--- config.mk ---
export PLATFORM = sky130hd
export DESIGN_NAME = progmem_arbiter
export DESIGN_NICKNAME = d
export VERILOG_FILES = /design/src/rtl/progmem_arbiter_pkg.sv /design/src/rtl/progmem_arbiter.sv
export SDC_FILE = /design/constraint.sdc
export NUM_CORES = 1
export LEC_CHECK = 0
export CAP_MARGIN = 20
export CELL_PAD_IN_SITES_DETAIL_PLACEMENT = 1
export CELL_PAD_IN_SITES_GLOBAL_PLACEMENT = 2
export CORE_UTILIZATION = 10
export CTS_BUF_LIST = sky130_fd_sc_hd__clkbuf_8
export DETAILED_ROUTE_END_ITERATION = 8
export PLACE_DENSITY = 0.95
export SYNTH_ARGS = -nofsm -noshare
export SYNTH_HDL_FRONTEND = slang
export SYNTH_SLANG_ARGS = --single-unit
export TNS_END_PERCENT = 50
--- constraint.sdc ---
create_clock -name clk -period 9 [get_ports clk]
set_clock_uncertainty 0.2 [all_clocks]
set_input_delay 2.7 -clock clk [delete_from_list [all_inputs] [get_ports clk]]
set_output_delay 2.7 -clock clk [all_outputs]
set_load 0.05 [all_outputs]
--- src/rtl/progmem_arbiter_pkg.sv ---
// rtl/progmem_arbiter_pkg.sv - shared state encoding and response codes for the program memory arbiter
package progmem_arbiter_pkg;

  typedef logic [1:0] resp_t;

  localparam logic [1:0] ST_IDLE   = 2'd0;
  localparam logic [1:0] ST_GRANT0 = 2'd1;
  localparam logic [1:0] ST_GRANT1 = 2'd2;

  localparam resp_t RESP_OKAY   = 2'b00;
  localparam resp_t RESP_SLVERR = 2'b10;

endpackage

--- src/rtl/progmem_arbiter.sv ---
// rtl/progmem_arbiter.sv - two-master program memory arbiter with slave wait timeout
// PROGMEM_ARB_ROUND_ROBIN_EN selects round-robin ties; otherwise master 1 always wins a tie.
module progmem_arbiter
  import progmem_arbiter_pkg::*;
#(
  parameter int ADDR_W      = 12,
  parameter int DATA_W      = 32,
  parameter int TIMEOUT_CYC = 15
) (
  input  logic              clk,
  input  logic              rst_n,
  input  logic [ADDR_W-1:0] m0_address,
  input  logic              m0_read,
  input  logic              m0_write,
  input  logic [DATA_W-1:0] m0_writedata,
  output logic [DATA_W-1:0] m0_readdata,
  output logic [1:0]        m0_response,
  output logic              m0_waitrequest,
  input  logic [ADDR_W-1:0] m1_address,
  input  logic              m1_read,
  input  logic              m1_write,
  input  logic [DATA_W-1:0] m1_writedata,
  output logic [DATA_W-1:0] m1_readdata,
  output logic [1:0]        m1_response,
  output logic              m1_waitrequest,
  output logic [ADDR_W-1:0] s_address,
  output logic              s_read,
  output logic              s_write,
  output logic [DATA_W-1:0] s_writedata,
  input  logic [DATA_W-1:0] s_readdata,
  input  logic              s_waitrequest
);

  localparam int CNT_W = $clog2(TIMEOUT_CYC + 1);

  logic [1:0]        state_q, state_d, cur_state;
  logic [CNT_W-1:0]  wait_cnt_q, wait_cnt_d;
  logic              req0, req1, tie_to1;
  logic              g_read, g_write, g_cmd, expire;
  logic [ADDR_W-1:0] g_address;
  logic [DATA_W-1:0] g_writedata;

  assign req0 = m0_read | m0_write;
  assign req1 = m1_read | m1_write;

  // While reset is held the outputs already look idle, so an interrupted transfer never completes.
  assign cur_state = rst_n ? state_q : ST_IDLE;

`ifdef PROGMEM_ARB_ROUND_ROBIN_EN
  logic last_grant_q, last_grant_d;

  assign tie_to1 = ~last_grant_q;

  always_comb begin
    last_grant_d = last_grant_q;
    if (state_q == ST_IDLE && state_d == ST_GRANT0) last_grant_d = 1'b0;
    if (state_q == ST_IDLE && state_d == ST_GRANT1) last_grant_d = 1'b1;
  end

  always_ff @(posedge clk) begin
    if (!rst_n) last_grant_q <= 1'b1;
    else        last_grant_q <= last_grant_d;
  end
`else
  assign tie_to1 = 1'b1;
`endif

  always_comb begin
    g_read      = 1'b0;
    g_write     = 1'b0;
    g_address   = '0;
    g_writedata = '0;
    case (cur_state)
      ST_GRANT0: begin
        g_read      = m0_read;
        g_write     = m0_write;
        g_address   = m0_address;
        g_writedata = m0_writedata;
      end
      ST_GRANT1: begin
        g_read      = m1_read;
        g_write     = m1_write;
        g_address   = m1_address;
        g_writedata = m1_writedata;
      end
      default: ;
    endcase
  end

  assign g_cmd       = g_read | g_write;
  assign expire      = g_cmd & (wait_cnt_q == CNT_W'(TIMEOUT_CYC));
  assign s_address   = g_address;
  assign s_writedata = g_writedata;
  assign s_write     = g_write;
  assign s_read      = g_read & ~g_write;
  assign m0_readdata = s_readdata;
  assign m1_readdata = s_readdata;

  always_comb begin
    m0_waitrequest = req0;
    m1_waitrequest = req1;
    m0_response    = RESP_OKAY;
    m1_response    = RESP_OKAY;
    if (cur_state == ST_GRANT0) begin
      m0_waitrequest = s_waitrequest & ~expire;
      if (expire) m0_response = RESP_SLVERR;
    end
    if (cur_state == ST_GRANT1) begin
      m1_waitrequest = s_waitrequest & ~expire;
      if (expire) m1_response = RESP_SLVERR;
    end
  end

  always_comb begin
    state_d    = state_q;
    wait_cnt_d = wait_cnt_q;
    case (state_q)
      ST_IDLE: begin
        wait_cnt_d = '0;
        if (req0 && req1) state_d = tie_to1 ? ST_GRANT1 : ST_GRANT0;
        else if (req0)    state_d = ST_GRANT0;
        else if (req1)    state_d = ST_GRANT1;
      end
      ST_GRANT0, ST_GRANT1: begin
        // A dropped request, a timeout and a normal completion all end the grant.
        if (!g_cmd || expire || !s_waitrequest) state_d = ST_IDLE;
        else                                    wait_cnt_d = wait_cnt_q + CNT_W'(1);
      end
      default: state_d = ST_IDLE;
    endcase
  end

  always_ff @(posedge clk) begin
    if (!rst_n) begin
      state_q    <= ST_IDLE;
      wait_cnt_q <= '0;
    end else begin
      state_q    <= state_d;
      wait_cnt_q <= wait_cnt_d;
    end
  end

endmodule

==> summary.md <==
| Metric | Value |
|---|---|
| Status | `finished clean` |
| Filler cells | `around 1800` |
| Netlist Area Pre-Place | `between 1500 and 2000 um^2` |
| YS warnings | `0` |
| Fmax | `0.117 GHz` |
| Synth cell types | `27` |
| Max Slew Vio Count | `0` |
| Routed Antenna Nets | `0` |
| Dpl hpwl | `about 5500 um` |
| Hold Fails Final Rpt | `0` |
| EDFF count, synth | `0` |
| Drt total wl | `about 7000 um` |
| Placed cells | `just under 500` |
| Core Footprint | `14800 um^2` |
| Gr ovfl total | `0` |
| Vias/cell | `roughly 3.9` |
| Layout cells sized above 1 | `about 4%` |
| Post-route insts no fill | `~490` |
| Post-synth top flop | `dfxtp_1` |
| DR vias | `1868` |
| Worst slew margin | `between 50% and 60%` |
| Critical path type | `input port to primary output` |
| GPL Wtd Cong | `0.653` |
| Area grow syn2layout | `78.8%` |
| Leak Pwr | `~0.84 nW` |
| ANT cells | `0` |
| Chip Height | `126 um` |
| Fin nets | `~430` |
| CP Launch Type | `input port` |
| Fin crit period | `~8.5 ns` |
| Clock buffer count from CTS | `3` |
| Crit path DAT | `around 5.6 ns` |
| Synth top area share | `between 30 and 40%` |
| Finished Core Util | `between 10% and 20%` |
| First-iteration detailed-routing DRC count | `69` |
| Remaining DRCs | `0` |
| Root buf cell | `clkbuf_8` |
| Ports | `between 200 and 250` |
| Clk buf depth | `2` |
| Cells after Synth | `232` |
| Hold_buf cts | `0` |
| Worst-path fanout max | `16` |
| Vias in the first global route | `approximately 2100` |
| Wire length per cell | `14.3 um` |
| Global-route wire length before repair | `a little over 10000 um` |
| Area of the die | `15800 um^2` |
| H-tree Lvls | `1` |
| Clock Pin Slew Worst Setup and Hold Paths | `roughly 0.03 ns` |
| Final Worst Setup Slack | `0.472 ns` |
| CP required | `slightly above 6 ns` |
| Setup WS pre-CTS | `0.457 ns` |
| Initial antenna violation count | `0` |
| Die Wd | `about 130 um` |
| # Post-CTS Setup Buffers | `0` |
| Port Buffers | `between 100 and 150` |
| RSZ-0062 raised after global routing | `no` |
| Setup TNS | `0 ns` |
| WHS | `between 0.2 and 0.3 ns` |
| # resized after CTS | `0` |
| Site row count | `44` |
| Fraction of registers with async set/reset | `0%` |
| DRT Pass-1 Iters | `4` |
| Largest area contributor in the netlist | `buf_4` |
| Num Clock Sinks | `6` |
| P per Cell Area | `approximately 60 nW/um^2` |
| Setup crit end kind | `primary output` |
| Starting Density | `10.4%` |
| Sequential area share after synthesis | `roughly 7.8%` |
| Syn_area_per_cell | `about 6.6 um^2` |
| Max Cap Viol | `0` |
| Peak VDD IR | `0.0000346 V` |
| Total track usage | `under 10%` |
| Hold crit path type | `register to register` |
| Finish-stage setup viols | `0` |
| Clock Latency Late Sink | `0.22 ns` |
| Yosys reg bits | `6` |
| CTS tree | `built` |
| Fin crit share | `about 95%` |
| Largest net degree at the start of global routing | `36` |
| Worst-Margin Slew | `around 0.7 ns` |
| Largest cells by area after synthesis | `buf_4, a22oi_1, nor2_1` |
-- state kept, by name, summed over array words and instances, names as in the netlist --
name        flops
state_q         2
wait_cnt_q      4
-- final cells by class --
class	count	area, um^2	share of cell area [%]
sequential	6	120	4.39
inverter	4	15.0	0.548
tap	184	230	8.41
multi-input combinational	141	847	30.9
clock buffer	3	41.3	1.51
timing repair buffer	147	1480	54.2
-- cells in the mapped netlist, drive strengths merged (2+ instances only) --
cell type,number
buf,70
nor2,48
a22oi,46
clkbuf,12
o21ai,8
nand2,7
dfxtp,6
a21oi,4
ha,4
inv,4
and2,3
nand2b,3
and3b,2
nand3,2
nand3b,2
nor3,2
nor3b,2
-- worst paths after layout --
path / start / to / slack, ns / depth (start not counted)
setup / recovery: rst_n / m0_response[1] / 0.47 / 8
hold / removal: wait_cnt_q[0] / wait_cnt_q[0] / 0.29 / 2
setup reg to reg: state_q[0] / wait_cnt_q[3] / 6.61 / 7
hold reg to reg: wait_cnt_q[0] / wait_cnt_q[0] / 0.29 / 2
-- metrics by stage --
| stage | area [um^2] | power (mW) |
|---|---|---|
| after floorplan | 1540 | 0.148 |
| after global placement | 2700 | 0.128 |
| after detailed placement | 2700 | 0.131 |
| after CTS | 2740 | 0.172 |
| after global routing | 2740 | 0.180 |
| final | 2740 | 0.169 |
-- worst max-delay path, cell delays in order --
cell and delay [ns]:
clkdlybuf4s50_1 0.69, nand2_1 0.18, inv_1 0.09, ha_2 0.44
a22oi_1 0.20, a211oi_1 0.35, and2_1 0.18, clkdlybuf4s50_1 0.79
-- power by group --
group / switching, mW / internal [mW] / leakage [nW]
Sequential: 0.000383 / 0.0275 / 0.0487
Combinational: 0.0479 / 0.0539 / 0.768
Clock: 0.0103 / 0.0286 / 0.0216
-- cells by family after synthesis --
logic type / count (synthesis) / synth area share [%]
other: 1 / 0.245
flip-flops: 6 / 7.84
adder cells (fa/ha/maj): 4 / 3.27
AO/OA/AOI/OAI: 62 / 30.1
buffers and inverters: 86 / 37.4
AND/OR/NAND/NOR: 73 / 21.2
-- metal layers --
layer,vias to the layer above,track usage (%),wire length [um]
li1,876,-,-
met1,851,8.39,2600
met2,112,15.3,3510
met3,29,2.42,632
met4,0,3.61,210
met5,-,0,0
-- cells in the final DEF, fill, tap and decap left out, drive strengths merged --
| cell | instances |
|---|---|
| and3b | 2 |
| a211oi | 1 |
| nor2 | 48 |
| conb | 2 |
| nor2b | 1 |
| clkbuf | 3 |
| nor3b | 2 |
| a21oi | 4 |
| a2111oi | 1 |
| o21ai | 8 |
| nor3 | 2 |
| nand3 | 2 |
| o32ai | 1 |
| nand2b | 3 |
| buf | 5 |
| and3 | 1 |
| a22oi | 46 |
| inv | 4 |
| clkdlybuf4s50 | 142 |
| dfxtp | 6 |
| ha | 4 |
| a21boi | 1 |
| nand3b | 2 |
| nand2 | 7 |
| and2 | 3 |
(Power assumes the default switching activity.)
